<file path="src/rtl/div_unit.sv">
// rtl/div_unit.sv - signed restoring divider, MIPS DIV semantics, one quotient bit per cycle
module div_unit #(
    parameter int WIDTH = 32
) (
    input  logic             clk,
    input  logic             reset,
    input  logic             divControl,
    input  logic [WIDTH-1:0] a,
    input  logic [WIDTH-1:0] b,
    output logic [WIDTH-1:0] hi,
    output logic [WIDTH-1:0] lo,
    output logic             div0,
    output logic             busy,
    output logic             done
);

    localparam int CW = $clog2(WIDTH + 1);

    typedef enum logic [1:0] {
        S_IDLE,
        S_CALC,
        S_FIX,
        S_DONE
    } state_t;

    state_t           state_q, state_d;
    logic [CW-1:0]    count_q, count_d;
    logic [WIDTH:0]   rem_q, rem_d;
    logic [WIDTH-1:0] quot_q, quot_d;
    logic [WIDTH-1:0] dvsr_q, dvsr_d;
    logic             qneg_q, qneg_d;
    logic             rneg_q, rneg_d;
    logic [WIDTH-1:0] hi_q, hi_d;
    logic [WIDTH-1:0] lo_q, lo_d;
    logic             div0_q, div0_d;

    logic [WIDTH-1:0] a_mag;
    logic [WIDTH-1:0] b_mag;
    logic [WIDTH+1:0] trial;

    // Magnitudes are unsigned, so the most negative operand maps to 2^(WIDTH-1) exactly.
    assign a_mag = a[WIDTH-1] ? (~a + WIDTH'(1)) : a;
    assign b_mag = b[WIDTH-1] ? (~b + WIDTH'(1)) : b;
    assign trial = {rem_q, quot_q[WIDTH-1]} - {2'b00, dvsr_q};

    always_comb begin
        state_d = state_q;
        count_d = count_q;
        rem_d   = rem_q;
        quot_d  = quot_q;
        dvsr_d  = dvsr_q;
        qneg_d  = qneg_q;
        rneg_d  = rneg_q;
        hi_d    = hi_q;
        lo_d    = lo_q;
        div0_d  = 1'b0;

        case (state_q)
            S_IDLE: begin
                if (divControl) begin
                    if (b == '0) begin
                        div0_d = 1'b1;
                    end else begin
                        dvsr_d  = b_mag;
                        quot_d  = a_mag;
                        rem_d   = '0;
                        rneg_d  = a[WIDTH-1];
                        qneg_d  = a[WIDTH-1] ^ b[WIDTH-1];
                        count_d = CW'(WIDTH);
                        state_d = S_CALC;
                    end
                end
            end
            S_CALC: begin
                if (count_q != '0) begin
                    // Dividend bits shift out of quot_q while quotient bits shift in.
                    if (!trial[WIDTH+1]) begin
                        rem_d  = trial[WIDTH:0];
                        quot_d = {quot_q[WIDTH-2:0], 1'b1};
                    end else begin
                        rem_d  = {rem_q[WIDTH-1:0], quot_q[WIDTH-1]};
                        quot_d = {quot_q[WIDTH-2:0], 1'b0};
                    end
                    count_d = count_q - CW'(1);
                end else begin
                    state_d = S_FIX;
                end
            end
            S_FIX: begin
                lo_d    = qneg_q ? (~quot_q + WIDTH'(1)) : quot_q;
                hi_d    = rneg_q ? (~rem_q[WIDTH-1:0] + WIDTH'(1)) : rem_q[WIDTH-1:0];
                state_d = S_DONE;
            end
            S_DONE: begin
                state_d = S_IDLE;
            end
            default: begin
                state_d = S_IDLE;
            end
        endcase
    end

    always_ff @(posedge clk or negedge reset) begin
        if (!reset) begin
            state_q <= S_IDLE;
            count_q <= '0;
            rem_q   <= '0;
            quot_q  <= '0;
            dvsr_q  <= '0;
            qneg_q  <= 1'b0;
            rneg_q  <= 1'b0;
            hi_q    <= '0;
            lo_q    <= '0;
            div0_q  <= 1'b0;
        end else begin
            state_q <= state_d;
            count_q <= count_d;
            rem_q   <= rem_d;
            quot_q  <= quot_d;
            dvsr_q  <= dvsr_d;
            qneg_q  <= qneg_d;
            rneg_q  <= rneg_d;
            hi_q    <= hi_d;
            lo_q    <= lo_d;
            div0_q  <= div0_d;
        end
    end

    assign hi   = hi_q;
    assign lo   = lo_q;
    assign div0 = div0_q;
    assign busy = (state_q != S_IDLE);
    assign done = (state_q == S_DONE);

endmodule
</file>
<file path="config.mk">
export PLATFORM = sky130hd
export DESIGN_NAME = div_unit
export DESIGN_NICKNAME = d
export VERILOG_FILES = /design/src/rtl/div_unit.sv
export SDC_FILE = /design/constraint.sdc
export NUM_CORES = 1
export LEC_CHECK = 0
export BUFFER_PORTS_ARGS = -buffer_cell sky130_fd_sc_hd__buf_2
export CAP_MARGIN = 30
export CORE_MARGIN = 3
export CORE_UTILIZATION = 37
export CTS_CLUSTER_SIZE = 30
export DETAILED_ROUTE_END_ITERATION = 6
export PLACE_DENSITY_LB_ADDON = 0.2
export RECOVER_POWER = 25
export SLEW_MARGIN = 20
export SYNTH_ARGS = -nofsm -noshare
export SYNTH_HDL_FRONTEND = slang
export SYNTH_SLANG_ARGS = --single-unit
</file>
<file path="constraint.sdc">
create_clock -name clk -period 6.45 [get_ports clk]
set_clock_uncertainty 0.05 [all_clocks]
set_input_delay 0.3225 -clock clk [delete_from_list [all_inputs] [get_ports clk]]
set_output_delay 0.3225 -clock clk [all_outputs]
set_load 0.05 [all_outputs]
</file>
==> flow_summary.toml <==
[outcome]
outcome = "finished with violations"
violations = "capacitance limit, slew limit"

[yosys]
yosys.area_share.adder = 0.0486
synthXorXnorAreaFrac = 0.119
synth_compound_area_frac = 0.216
yosysSeqAreaShare = 0.384
synthMuxAreaShare = 0.0178
synth_cells = 1357
syn_area_um2 = 11200
async_flop_share = 1.00
synth_flop_cell = "dfrtp_1"
ys_warn_count = 0
synth_edf_count = 0
synth-simple-area-share = 0.173
syn_nets = 1467
synth_top_family_by_area = "compound AO/OA/AOI/OAI gates"
synth-seq-cells = 172
avgSynthCellArea_um2 = 8.27
synth_cell_type_count = 56

[pwr]
leakage_uw = 0.00594
ir_drop_mv = 0.237
p_total_uw = 7080
powerDensity_nw_per_um2 = 548

[die]
core_area_um2 = 29800
row_count = 63
io_pins = 134
initial_core_util = 0.376
die_area_um2 = 32400
die_w_um = 180
die_h_um = 180

[global_route]
grt-ovfl-total = 0
grt_usage = 0.173
grt_pass1_wl_mm = 47.0
grt_max_degree = 75
antenna_found_initial = 0
grt_pass1_vias = 9076

[timing]
hold_ws_ns = 0.128
hold_violations = 0
setup_slack_ns = 2.76
fmax_ghz = 0.271
min_period_ns = 3.69
tns_ns = 0
worst_pin_slew_ns = 2.08
post-route-period-util = 0.572
max-slew-margin-rel = -0.384
setup_viol = 0
rsz0062_at_grt = "no"
slew_viol_final = 36

[run]
max-cap-violations = 1

[routing]
met1_length_mm = 14.2
drt_first_pass_iters = 5
wl_mm = 28.3
vias = 9596
dr_wl_met3_mm = 1.15
met2WireLength_mm = 12.6
detail_route.wl_per_cell_um = 15.2
final_antenna_net_count = 0
via_per_inst = 5.16
drc = 0
highest_layer = "met4"
first_iter_violations = 551

[worst_setup_path]
timing.critical_path.from = "quot_q[31]"
critical_path_depth = 13
crit_type = "flop to flop"
slowest_stage = "fa_1"
worstReg2RegStart = "quot_q[31]"
critPathCapture = "rem_q[24]"
ff2ff_path_depth = 13
reg2reg_slack_ns = 2.76
arrival_ns = 3.98
slowest_delay_ns = 0.41
path_cells = "inv_1, ha_1, inv_1, fa_1, a211oi_1, o21ai_0, a211o_1, a21oi_1, o31ai_1, a221o_1, o21ai_0, mux2_2, o31ai_1"
crit_fanout = 4
crit_path_start_kind = "flop"
critPathBufInv = 2
rr_endpoint = "rem_q[24]"
critPathTopFamily = "compound AO/OA/AOI/OAI gates"
worst_setup_path_end_kind = "flop"
worst_ep_required_time_ns = 6.74

[clocking]
htreeDepth = 4
clockBufferDepth = 2
cts_tree = "yes"
clock_latency_ns = 0.43
cts.sinks = 172
cts_made_buffers = 17
clk_pin_slew_ns = 0.07
root_buffer = "clkbuf_16"
cts_resized = 0

[final_layout]
final_cell_mix = "a21oi_1, dfrtp_1, nor2_1"
drive_gt1_frac = 0.135
multi_input_area_um2 = 6460
nNetsFinal = 1565
insertedDiodeCount = 0
ff_latch_area_um2 = 4300
utilization = 0.434
n_fill_cell = 3031
area_delta_synth_final_pct = 15.3
mostFrequentLayoutCell = "a21oi_1"

[place]
gp_congestion = 0.872
portBuffers = 133
dp_slack_ns = 2.37
hpwl_mm = 21.1

[hold_path]
hp-class = "primary input to flop"
[metrics by stage]
stage                     instances  instance area [um2]
after floorplan                1357                11200
after global placement         1819                12200
after detailed placement       1820                12200
after CTS                      1853                12800
after global routing           1858                12900
final                          1858                12900
[final cells by class]
| class | instances | area share |
|---|---|---|
| tap | 390 | 0.0377 |
| clock buffer | 18 | 0.0340 |
| inverter | 59 | 0.0171 |
| clock inverter | 14 | 0.0133 |
| sequential | 172 | 0.333 |
| multi-input combinational | 1059 | 0.500 |
| timing repair buffer | 146 | 0.0650 |
[cells in the mapped netlist (3+ instances only)]
cell      count  area share
a211oi_1      5      0.0033
a21o_1       14      0.0094
a21oi_1     175       0.078
a221o_1       3      0.0027
a22oi_1       3      0.0020
a31oi_1       3      0.0017
and3_1        3      0.0017
buf_1         3      0.0010
clkbuf_1     63       0.021
dfrtp_1     172        0.38
ha_1         42       0.047
inv_1        58       0.019
mux2_2        8      0.0080
mux2i_1      11      0.0098
nand2_1     139       0.047
nand2b_1     13      0.0073
nand3_1      13      0.0058
nand3b_1      3      0.0020
nand4_1       7      0.0039
nor2_1      166       0.056
nor2b_1       8      0.0045
nor3_1       17      0.0076
nor3b_1       3      0.0020
nor4_1        9      0.0050
o211ai_1      7      0.0047
o21a_1        4      0.0027
o21ai_0     128       0.057
o21ai_1       3      0.0013
o21bai_1      5      0.0033
o31ai_1      38       0.025
o41ai_1      17       0.013
or2_2         3      0.0017
or3_1        16      0.0089
or4_1        17       0.011
or4_4         3      0.0030
xnor2_1      41       0.032
xor2_1      111       0.087
[cell families after synthesis]
kind of cell | after synthesis
and+or+nand+nor | 429
AOI/OAI and AO/OA | 416
DFF | 172
xor gates and xnor gates | 152
buffers and inverters | 126
adders and majority gates | 43
muxes | 19
[how the worst min path moves through the flow]
stage	start	to	cells after the start
after floorplan	reset	count_q[0]	0
after global placement	hi[15]	hi[15]	1
after detailed placement	reset	lo[22]	1
after CTS	b[0]	dvsr_q[0]	2
after global routing	b[0]	dvsr_q[0]	2
final	b[0]	dvsr_q[0]	2
[layer usage]
metal	vias to the layer above	global-route usage
met5	-	0
met4	0	0.0424
met3	19	0.0240
met2	189	0.271
met1	4427	0.255
li1	4961	-
[where the power goes]
group	internal (uW)	leakage, uW	switching [uW]	total (uW)
registers	1560	0.00209	439	1990
clock network	598	0.000292	477	1080
logic	1340	0.00356	2670	4010
[what timing repair did]
action,in CTS,in global routing
endpoints found under the hold margin,35,0
hold buffers,1,0
buffers inserted,0,0
[sequential cells by signal, summed over array words and instances (netlist names)]
signal / count
rem_q: 33
div0: 1
dvsr_q: 32
count_q: 6
state_q: 2
lo: 32
rneg_q: 1
hi: 32
quot_q: 32
qneg_q: 1
(Power assumes the default switching activity.)
